## config.mk

```make
export PLATFORM = sky130hd
export DESIGN_NAME = time_display
export DESIGN_NICKNAME = d
export VERILOG_FILES = /design/src/rtl/time_display.sv
export SDC_FILE = /design/constraint.sdc
export NUM_CORES = 1
export LEC_CHECK = 0
export BUFFER_PORTS_ARGS = -buffer_cell sky130_fd_sc_hd__buf_2
export CAP_MARGIN = 20
export CORE_ASPECT_RATIO = 1.75
export CORE_MARGIN = 2
export CORE_UTILIZATION = 35
export CTS_CLUSTER_DIAMETER = 40
export CTS_CLUSTER_SIZE = 40
export DETAILED_ROUTE_END_ITERATION = 16
export PLACE_DENSITY_LB_ADDON = 0.1
export SYNTH_ARGS = -nofsm -noshare
export SYNTH_HDL_FRONTEND = slang
export SYNTH_SLANG_ARGS = --single-unit
export TNS_END_PERCENT = 1
```

## constraint.sdc

```tcl
create_clock -name clk -period 2 [get_ports clk]
set_clock_uncertainty 0.05 [all_clocks]
set_input_delay 0.1 -clock clk [delete_from_list [all_inputs] [get_ports clk]]
set_output_delay 0.1 -clock clk [all_outputs]
set_load 0.02 [all_outputs]
```

## src/rtl/time_display.sv

```systemverilog
// Sequential binary-to-BCD conversion of hour/min/sec into four active-low HEX digit codes.
// Optional field blinking while setting is built only when TIME_DISPLAY_BLINK_EN is defined.
module time_display #(
    parameter int CLK_HZ   = 50000000,
    parameter int BLINK_HZ = 2
) (
    input  logic       clk,
    input  logic       rstN,
    input  logic [4:0] hour,
    input  logic [5:0] min,
    input  logic [5:0] sec,
    input  logic       showSec,
    input  logic       set,
    input  logic [1:0] sethms,
    output logic [6:0] hex3,
    output logic [6:0] hex2,
    output logic [6:0] hex1,
    output logic [6:0] hex0,
    output logic       busy
);
    typedef enum logic [1:0] {IDLE, CONV, UPDATE} state_t;
    state_t state, stateNext;

    logic [4:0] snapHour;
    logic [5:0] snapMin, snapSec;
    logic       snapValid;
    logic [5:0] binReg;
    logic [7:0] bcdReg, bcdAdj, bcdShifted;
    logic [3:0] iterCnt;
    logic [1:0] fieldIdx;
    logic [7:0] hourBcd, minBcd;
    logic [7:0] digitHour, digitMin, digitSec;
    logic [2:0] badField;
    logic       timeChanged, lastIter;
    logic [1:0] leftField, rightField;
    logic [7:0] leftBcd, rightBcd;
    logic       leftBad, rightBad, blankLeft, blankRight, blinkActive;

    function automatic logic [6:0] digitCode(input logic blank, input logic bad, input logic [3:0] d);
        logic [6:0] code;
        case (d)
            4'd0:    code = 7'h40;
            4'd1:    code = 7'h79;
            4'd2:    code = 7'h24;
            4'd3:    code = 7'h30;
            4'd4:    code = 7'h19;
            4'd5:    code = 7'h12;
            4'd6:    code = 7'h02;
            4'd7:    code = 7'h78;
            4'd8:    code = 7'h00;
            4'd9:    code = 7'h10;
            default: code = 7'h7F;
        endcase
        if (bad)
            code = 7'h3F;
        if (blank)
            code = 7'h7F;
        return code;
    endfunction

    always_ff @(posedge clk) begin
        if (!rstN)
            state <= IDLE;
        else
            state <= stateNext;
    end

    always_comb begin
        stateNext   = state;
        timeChanged = !snapValid || ({hour, min, sec} != {snapHour, snapMin, snapSec});
        lastIter    = (iterCnt == 4'd5);
        case (state)
            IDLE:    if (timeChanged) stateNext = CONV;
            CONV:    if (lastIter && fieldIdx == 2'd2) stateNext = UPDATE;
            UPDATE:  stateNext = IDLE;
            default: stateNext = IDLE;
        endcase
    end

    assign busy = (state != IDLE);

    // One double-dabble step: correct nibbles >= 5, then shift the next binary bit in.
    always_comb begin
        bcdAdj[3:0] = (bcdReg[3:0] >= 4'd5) ? bcdReg[3:0] + 4'd3 : bcdReg[3:0];
        bcdAdj[7:4] = (bcdReg[7:4] >= 4'd5) ? bcdReg[7:4] + 4'd3 : bcdReg[7:4];
        bcdShifted  = {bcdAdj[6:0], binReg[5]};
    end

    always_ff @(posedge clk) begin
        if (!rstN) begin
            snapValid <= 1'b0;
            snapHour  <= '0;
            snapMin   <= '0;
            snapSec   <= '0;
            binReg    <= '0;
            bcdReg    <= '0;
            iterCnt   <= '0;
            fieldIdx  <= '0;
            hourBcd   <= '0;
            minBcd    <= '0;
            digitHour <= '0;
            digitMin  <= '0;
            digitSec  <= '0;
            badField  <= '0;
        end else begin
            case (state)
                IDLE: if (timeChanged) begin
                    snapHour  <= hour;
                    snapMin   <= min;
                    snapSec   <= sec;
                    snapValid <= 1'b1;
                    binReg    <= {1'b0, hour};
                    bcdReg    <= '0;
                    iterCnt   <= '0;
                    fieldIdx  <= '0;
                end
                CONV: if (lastIter) begin
                    iterCnt  <= '0;
                    fieldIdx <= fieldIdx + 2'd1;
                    if (fieldIdx == 2'd0) begin
                        hourBcd <= bcdShifted;
                        binReg  <= snapMin;
                        bcdReg  <= '0;
                    end else if (fieldIdx == 2'd1) begin
                        minBcd <= bcdShifted;
                        binReg <= snapSec;
                        bcdReg <= '0;
                    end else begin
                        bcdReg <= bcdShifted;
                    end
                end else begin
                    bcdReg  <= bcdShifted;
                    binReg  <= {binReg[4:0], 1'b0};
                    iterCnt <= iterCnt + 4'd1;
                end
                UPDATE: begin
                    digitHour <= hourBcd;
                    digitMin  <= minBcd;
                    digitSec  <= bcdReg;
                    badField  <= {snapSec > 6'd59, snapMin > 6'd59, snapHour > 5'd23};
                end
                default: ;
            endcase
        end
    end

`ifdef TIME_DISPLAY_BLINK_EN
    localparam int HALF_PERIOD = CLK_HZ / (2 * BLINK_HZ);
    logic [31:0] blinkCnt;
    logic        blinkPhase;

    always_ff @(posedge clk) begin
        if (!rstN) begin
            blinkCnt   <= '0;
            blinkPhase <= 1'b0;
        end else if (blinkCnt == 32'(HALF_PERIOD - 1)) begin
            blinkCnt   <= '0;
            blinkPhase <= !blinkPhase;
        end else begin
            blinkCnt <= blinkCnt + 32'd1;
        end
    end

    assign blinkActive = set && blinkPhase;
`else
    localparam int unusedClkHz   = CLK_HZ;
    localparam int unusedBlinkHz = BLINK_HZ;
    logic unusedSet;
    assign unusedSet   = set;
    assign blinkActive = 1'b0;
`endif

    // Field indices match the sethms encoding: 0 hour, 1 min, 2 sec.
    always_comb begin
        leftField  = showSec ? 2'd1 : 2'd0;
        rightField = showSec ? 2'd2 : 2'd1;
        leftBcd    = showSec ? digitMin : digitHour;
        rightBcd   = showSec ? digitSec : digitMin;
        leftBad    = badField[leftField];
        rightBad   = badField[rightField];
        blankLeft  = blinkActive && (sethms == leftField);
        blankRight = blinkActive && (sethms == rightField);
    end

    always_ff @(posedge clk) begin
        if (!rstN) begin
            hex3 <= 7'h7F;
            hex2 <= 7'h7F;
            hex1 <= 7'h7F;
            hex0 <= 7'h7F;
        end else begin
            hex3 <= digitCode(blankLeft, leftBad, leftBcd[7:4]);
            hex2 <= digitCode(blankLeft, leftBad, leftBcd[3:0]);
            hex1 <= digitCode(blankRight, rightBad, rightBcd[7:4]);
            hex0 <= digitCode(blankRight, rightBad, rightBcd[3:0]);
        end
    end
endmodule

```

==> results_dict.tcl, run 1 <==
set metrics [dict create \
    ff_latch_area_um2 2222 \
    ant_nets 0 \
    rsz0062_at_grt "false" \
    drc 0 \
    initial_core_util 0.3553 \
    syn-num-nets 683 \
    r2r_cells 5 \
    tns_ps 0 \
    grt_use_total 0.1556 \
    synth_top_flop_cell "dfxtp_1" \
    slowest_stage "dlygate4sd3_1" \
    synth-async-reset-ratio 0 \
    pwr_density_cell_nw_per_um2 686.4 \
    cts_tree "done" \
    root_buffer "clkbuf_16" \
    reg2reg_setup_slack_ps 190 \
    rows 60 \
    fill_cells 1606 \
    die-area_um2 16600 \
    synthCells 631 \
    path_clk_slew_ps 70 \
    antennaDiodeCount 0 \
    wl_um 12630 \
    multi_input_comb_area_um2 3004 \
    seq_area_frac_synth 0.4084 \
    cts_buffers 9 \
    yosysTopAreaCellShare 0.4084 \
    synth_most_common_cell "nand2_1" \
    status "complete, no violations" \
    period_needed_ps 1842 \
    crit_type "primary input to flop" \
    start_kind "primary input" \
    drv_cap 0 \
    initialDrtViolationCount 172 \
    utilization 0.4255 \
    wl_per_cell_um 14.01 \
    drtPass1Iterations 7 \
    endpoint "fieldIdx[0]" \
    irDropWorstVdd_mv 0.3438 \
    die_h_um 168.9 \
    syn_avg_cell_area_um2 8.624 \
    grt_pass1_vias 4274 \
    area_growth_pct 19.75 \
    slew_violations 0 \
    worstReg2RegEnd "fieldIdx[1]" \
    crit-reg2reg-launch "iterCnt[0]" \
    cp.arrival_ps 2050 \
    clock_latency_ps 350 \
    ys_top_cells_by_count "nand2_1, dfxtp_1, mux2i_1, o21ai_0, ha_1" \
    cts_htree_levels 3 \
    vias_per_cell 4.935 \
    ys_ff_latch 111 \
    yosys.area.top_type "dfxtp_1" \
    place_hpwl_um 9621 \
    worst_pin_slew_ps 402.4 \
    core_um2 15310 \
    grt-ovfl-total 0 \
    yosys_warnings 0 \
    cp_cell_sequence "dlygate4sd3_1 -> buf_2 -> xnor2_1 -> nand3_1 -> nor4_4 -> a21oi_2 -> buf_4 -> o31ai_2" \
    finalSetupViolCount 0 \
    final-hold-violation-count 0 \
    hp-class "primary input to flop" \
    critical-path-max-stage-delay_ps 530 \
    crit_path_end_kind "flop" \
    fmaxAchievable_mhz 543.0 \
    port_buffers 48 \
    maxSlewHeadroom 0.7241 \
    leakage_nw 2.804 \
    crit_path_start "hour[1]" \
    cp.required_ps 2210 \
    drive_above_1_share 0.1564 \
    grt_max_degree 34 \
    io_pins 52 \
    fp.dieW_um 98.26 \
    vias 4451 \
    antenna_found_initial 0 \
    synth_cell_type_count 47 \
    crit_fanout 6 \
    gp_congestion 0.7620 \
    clock_path_buffers 2 \
    finalNetCount 764 \
    period_share 0.9208 \
    synth_top_cells_by_area "dfxtp_1, nand2_1, mux2i_1" \
    syn_area_um2 5441 \
    cts_sinks 111 \
    grt_first_pass_wirelength_um 20730 \
    synth_edf_count 0 \
]
flip-flops by register name, indices dropped and copies added, names as in the netlist, 7 cells and up:
name and flops:
digitSec 8, minBcd 8, hourBcd 8, hex1 7, digitMin 8, hex2 7
hex0 7, hex3 7, bcdReg 8, digitHour 8
cell families (layout without fill, tap and decap cells):
group	count (synthesis)	in the layout	share of synthesized area
AND/OR/NAND/NOR	223	223	0.1823
AO/OA/AOI/OAI	141	141	0.1695
flip-flops	111	111	0.4084
multiplexers	55	55	0.1030
buffers and inverters	53	138	0.03955
adder cells (fa/ha/maj)	29	29	0.06668
XOR/XNOR	19	19	0.03058
metal layers:
layer / vias up / part of all wire / GRT usage
met5: - / 0 / 0
met4: 0 / 0.013 / 0.05658
met3: 6 / 0.017 / 0.02064
met2: 46 / 0.57 / 0.3136
met1: 2086 / 0.40 / 0.1590
li1: 2313 / - / -
layout by cell type (no fill, tap or decap), types with 6 or more instances in the layout:
| master | netlist | routed |
|---|---|---|
| o21ai_0 | 36 | 36 |
| mux2_2 | 7 | 7 |
| nor2b_1 | 8 | 8 |
| clkbuf_16 | 0 | 9 |
| a21oi_1 | 23 | 23 |
| a211oi_1 | 10 | 10 |
| a21boi_0 | 11 | 11 |
| o211a_1 | 7 | 7 |
| mux2i_1 | 47 | 47 |
| and2_1 | 6 | 6 |
| buf_2 | 7 | 48 |
| a21boi_1 | 20 | 20 |
| nand2_1 | 143 | 143 |
| nand3_1 | 18 | 18 |
| xnor2_1 | 17 | 17 |
| buf_4 | 0 | 35 |
| ha_1 | 29 | 29 |
| inv_1 | 22 | 22 |
| dfxtp_1 | 111 | 111 |
| nand2b_1 | 6 | 6 |
| dlygate4sd3_1 | 0 | 17 |
| nor2_1 | 23 | 23 |
| o21ai_1 | 8 | 8 |
power breakdown:
group,internal [mW],switching [mW]
clock,0.888,0.848
sequential,2.28,0.0468
combinational,0.183,0.227
final cells by class:
class / instances / share of cell area
multi-input cells: 467 / 0.4610
flip-flops and latches: 111 / 0.3410
repair buffers: 101 / 0.1064
clock buffers: 10 / 0.03667
well taps: 186 / 0.03571
inverters: 22 / 0.01267
clock inverters: 5 / 0.006528
critical path, delay by kind of cell:
kind / cells / cell delay, ps
xor gates and xnor gates: 1 / 130
and+or+nand+nor: 2 / 620
buffers and inverters: 3 / 860
AOI/OAI and AO/OA: 2 / 350
how the worst min path moves through the flow:
stage | from | endpoint | slack [ps] | cells past startpoint
floorplan | hour[0] | snapHour[0] | 190 | 2
global placement | sec[2] | snapSec[2] | 310 | 3
detailed placement | sec[0] | snapSec[0] | 320 | 3
CTS | rstN | bcdReg[2] | 140 | 3
global route | rstN | binReg[2] | 170 | 3
finish | rstN | bcdReg[2] | 160 | 3
repair_timing:
action	4_1_cts	5_1_grt
buffers inserted	0	0
gates resized for setup	0	0
hold buffers	17	0
endpoints found under the hold margin	17	0
per-stage QoR:
| stage | setup WS (ps) | area (um2) | hold WS, ps | power, mW | cells |
|---|---|---|---|---|---|
| 2_1_floorplan | 300.4 | 5441 | 192.1 | 2.635 | 631 |
| 3_3_place_gp | 232.3 | 6065 | 314.9 | 2.768 | 870 |
| 3_5_place_dp | 183.9 | 6065 | 323.0 | 2.772 | 870 |
| 4_1_cts | 150.2 | 6516 | 145.0 | 4.550 | 902 |
| 5_1_grt | 46.85 | 6516 | 174.5 | 4.679 | 902 |
| 6_report | 158.5 | 6516 | 156.7 | 4.473 | 902 |
Power figures use the tool's default switching activity.
==> inputs of run 2 (changes only) <==
Settings changed: ABC_CLOCK_PERIOD_IN_PS set to 2000, SETUP_SLACK_MARGIN set to 0.4, TNS_END_PERCENT 1 to 100.
==> run 2 against run 1 <==
  * Via count rose by 3.3%
  * Count of clock-buffer cells in the layout rose by 1
  * Register-to-register slack improved by 130 ps
  * Sequential share of layout area fell by 2.8 points
  * Critical path depth fell by 3
  * Largest cell class unchanged
  * Non-clock buffer count rose by 24
  * Utilization rose by 4.6 points
  * Wire length rose by 10%
==> results_dict.tcl, run 2 (synthesis results as in run 1) <==
set metrics [dict create \
    grt_max_degree 40 \
    power_frac_seq 0.509 \
    cp_cell_sequence "nand2b_2 -> nor4b_4 -> buf_6 -> mux2i_2 -> nor2b_1" \
    final_cell_mix "nand2_1, dfxtp_1, buf_2" \
    port_buffers 48 \
    die-area_um2 16600 \
    wl_um 13930 \
    place_area_um2 6092 \
    finalPower_mw 4.581 \
    p_sw_mw 1.160 \
    irDropWorstVdd_mv 0.4055 \
    path_buf_inv 1 \
    critical-path-max-stage-delay_ps 420 \
    vias_per_cell 4.961 \
    finalNetCount 788 \
    drive_above_1_share 0.2874 \
    whs_path_depth 3 \
    crit_fanout 12 \
    p_comb_frac 0.113 \
    period_needed_ps 1683 \
    die_h_um 168.9 \
    antennaDiodeCount 0 \
    fp.dieW_um 98.26 \
    initial_core_util 0.3553 \
    r2r_cells 5 \
    crit_path_end_kind "flop" \
    grt_pass1_vias 4551 \
    pwr_density_cell_nw_per_um2 634.6 \
    switching_share 0.2531 \
    rows 60 \
    root_buffer "clkbuf_16" \
    maxSlewHeadroom 0.7186 \
    p_clk_frac 0.378 \
    fmaxAchievable_mhz 594.1 \
    cts_buffers 9 \
    final_common_cell "nand2_1" \
    rsz0062_at_grt "true" \
    path_delay_family "simple AND/OR/NAND/NOR gates" \
    cts_tree "done" \
    gp_congestion 0.7627 \
    clock_latency_ps 350 \
    leakage_nw 3.094 \
    core_um2 15310 \
    status "complete, no violations" \
    tns_ps 0 \
    place_hpwl_um 9899 \
    slew_violations 0 \
    drc 0 \
    vias 4599 \
    fin_area_um2 7219 \
    cp.required_ps 2190 \
    clock_path_buffers 2 \
    grt_first_pass_wirelength_um 22210 \
    cts_htree_levels 3 \
    cp.arrival_ps 1870 \
    start_kind "flop" \
    grt-ovfl-total 0 \
    drtPass1Iterations 4 \
    antenna_found_initial 0 \
    finalSetupViolCount 0 \
    wl_per_cell_um 15.03 \
    area_growth_pct 32.67 \
    path_depth 5 \
    period_share 0.8416 \
    path_clk_slew_ps 80 \
    cts_sinks 111 \
    slowest_stage "dfxtp_2" \
    initialDrtViolationCount 202 \
    hp-class "primary input to flop" \
    fill_cells 1543 \
    ant_nets 0 \
    drv_cap 0 \
    crit_type "flop to flop" \
    worst_pin_slew_ps 422.2 \
    grt_use_total 0.1669 \
    io_pins 52 \
    final-hold-violation-count 0 \
    internal_power_mw 3.422 \
]
## run 2: cell types whose count changed in the layout (fill, tap and decap cells not counted), sizes merged
cell | previous run | this run
clkinv | 2 | 1
buf | 84 | 107
dlygate4sd3 | 17 | 14
dlymetal6s4s | 0 | 3
clkinvlp | 1 | 2
clkbuf | 10 | 12
## run 2: final timing paths
path                                 start            to  slack, ps
worst max register to register    state[1]     minBcd[6]        320
worst min-delay path                  rstN    snapSec[1]         90
worst max-delay path              state[1]     minBcd[6]        320
worst min register to register  hourBcd[3]  digitHour[3]        400
## run 2: power by group through the flow
stage          combinational [mW]  clock, mW  sequential [mW]
2_1_floorplan               0.232          0             2.41
3_3_place_gp                0.393          0             2.38
3_5_place_dp                0.399          0             2.38
4_1_cts                     0.477       1.80             2.33
5_1_grt                     0.560       1.87             2.34
6_report                    0.517       1.73             2.33
## run 2: worst min-delay path: stages
cell     delay, ps
buf_2          200
nand2_1        100
mux2i_1         50
## run 2: through the flow
step | hold slack, ps | instances | utilization | setup WS, ps
2_1_floorplan | 184.6 | 631 | - | 395.2
6_report | 88.92 | 927 | 0.4714 | 316.9
4_1_cts | 75.94 | 914 | 0.4462 | 329.8
3_5_place_dp | 328.1 | 870 | 0.3978 | 144.9
5_1_grt | 104.0 | 927 | 0.4714 | 263.1
3_3_place_gp | 315.5 | 870 | 0.3978 | 152.0
## run 2: layout make-up
class                      count  area [um2]  share of cell area
inverter                      22       85.08             0.01179
timing repair buffer         125       959.7              0.1329
clock inverter                 5       41.29            0.005719
multi-input combinational    467        3396              0.4704
tap                          186       232.7             0.03224
clock buffer                  11       242.7             0.03362
sequential                   111        2262              0.3133
## run 2: per-layer routing
metal,global-route usage,up-vias,wire (um)
li1,-,2362,-
met1,0.1637,2150,5217
met2,0.3398,66,8057
met3,0.02230,21,292
met4,0.06968,0,366
met5,0,-,0
## run 2: timing repair
item | CTS | global route
buffers inserted | 10 | 12
hold endpoints to repair | 17 | 0
cloned | 1 | 1
hold buffers | 17 | 0
setup endpoints to repair | 58 | 67
resized for setup | 52 | 65
pin swaps | 16 | 18
==> inputs of run 3 (changes only) <==
Settings changed: ABC_CLOCK_PERIOD_IN_PS 2000 to 1700.
Clock period 2 ns to 1.7 ns, I/O delays scaled along.
==> run 3 against run 2 <==
  * Total power increased by 18%
  * Largest cell class unchanged
  * Setup slack got worse by 320 ps
  * Sequential power grew 17%
  * The run now ends with setup timing left
  * Critical path type unchanged
  * Register-to-register slack lost 320 ps
==> results_dict.tcl, run 3 (synthesis results as in run 1) <==
set metrics [dict create \
    vias 4822 \
    cp.required_ps 1890 \
    cp.arrival_ps 1900 \
    tns_ps -7.763 \
    period_needed_ps 1706 \
    die_h_um 168.9 \
    leakage_nw 3.486 \
    p_sw_mw 1.395 \
    grt-ovfl-total 0 \
    core_um2 15310 \
    crit_fanout 6 \
    period_share 1.004 \
    area_growth_pct 52.61 \
    hp-class "primary input to flop" \
    ant_nets 0 \
    place_hpwl_um 9982 \
    root_buffer "clkbuf_16" \
    port_buffers 48 \
    initialDrtViolationCount 154 \
    hold_ws_ps 55.57 \
    pwr_density_cell_nw_per_um2 648.7 \
    wl_um 15380 \
    antennaDiodeCount 0 \
    die-area_um2 16600 \
    utilization 0.5422 \
    postLayoutSetupSlackWorst_ps -6.005 \
    cts_buffers 9 \
    switching_share 0.2590 \
    drtPass1Iterations 4 \
    cts_tree "done" \
    final-hold-violation-count 0 \
    violations "setup timing" \
    grt_pass1_vias 4766 \
    internal_power_mw 3.992 \
    fmaxAchievable_mhz 586.2 \
    crit_path_end_kind "flop" \
    place_area_um2 6464 \
    final_cell_mix "nand2_1, dfxtp_1, buf_4" \
    rows 60 \
    wl_per_cell_um 15.94 \
    worst_pin_slew_ps 354.6 \
    grt_max_degree 81 \
    finalPower_mw 5.387 \
    p_clk_frac 0.374 \
    final_common_cell "nand2_1" \
    crit_type "flop to flop" \
    drive_above_1_share 0.4711 \
    dp_cells 888 \
    clock_path_buffers 2 \
    start_kind "flop" \
    grt_use_total 0.1740 \
    maxSlewHeadroom 0.7636 \
    initial_core_util 0.3553 \
    power_frac_seq 0.507 \
    antenna_found_initial 0 \
    finalNetCount 827 \
    p_comb_frac 0.120 \
    place_ws_ps -16.88 \
    layout.cells.non_filler 965 \
    vias_per_cell 4.997 \
    slew_violations 0 \
    finalSetupViolCount 2 \
    fin_area_um2 8304 \
    rsz0062_at_grt "true" \
    gp_congestion 0.7560 \
    drv_cap 0 \
    drc 0 \
    irDropWorstVdd_mv 0.4754 \
    io_pins 52 \
    status "finished, violations left" \
    fill_cells 1405 \
    cts_htree_levels 3 \
    clock_latency_ps 350 \
    grt_first_pass_wirelength_um 23260 \
    path_clk_slew_ps 70 \
    fp.dieW_um 98.26 \
    cts_sinks 111 \
]
## run 3: changes by cell type in the layout (fill, tap and decap cells not counted), moves of 13 or more
cell / delta
buf_4: +13
buf_6: +17
ha_1: -22
ha_4: +16
nand2_1: -42
nand2_2: +30
o21ai_0: -24
o21ai_1: +19
## run 3: layout make-up
class                      instances  area (um2)  area share
sequential                       111        2271      0.2735
multi-input combinational        468        4023      0.4844
tap                              186       232.7     0.02802
clock buffer                      10       229.0     0.02757
timing repair buffer             163        1416      0.1706
inverter                          22       90.09     0.01085
clock inverter                     5       42.54    0.005123
## run 3: critical path, cell delays in order (launching register included)
cell and delay, ps:
dfxtp_1 370, inv_2 80, ha_4 200, nor4b_2 360, buf_4 270, mux2i_1 210, nor2b_1 60
## run 3: worst paths after layout
path,from,endpoint,slack (ps),depth (start not counted)
hold / removal,hour[1],binReg[1],60,3
hold reg to reg,minBcd[1],digitMin[1],400,2
setup reg to reg,fieldIdx[1],minBcd[5],-6,6
setup / recovery,fieldIdx[1],minBcd[5],-6,6
## run 3: timing repair
action | in CTS | in global routing
gates resized for setup | 122 | 165
hold buffers | 18 | 0
cloned | 1 | 6
endpoints found under the hold margin | 18 | 0
endpoints found under the setup margin | 110 | 103
pin swaps | 34 | 88
setup buffers | 19 | 18
## run 3: routing by layer
metal	up-vias	routed length, um	GRT usage
li1	2446	-	-
met1	2285	5547	0.1719
met2	72	9127	0.3580
met3	19	323	0.02477
met4	0	378	0.06015
met5	-	0	0
## run 3: power groups by stage
stage                     sequential, mW  clock [mW]  combinational, mW
after floorplan                     2.84           0              0.291
after global placement              2.79           0              0.526
after detailed placement            2.79           0              0.531
after CTS                           2.73        2.07              0.590
after global routing                2.74        2.16              0.699
final                               2.73        2.01              0.645
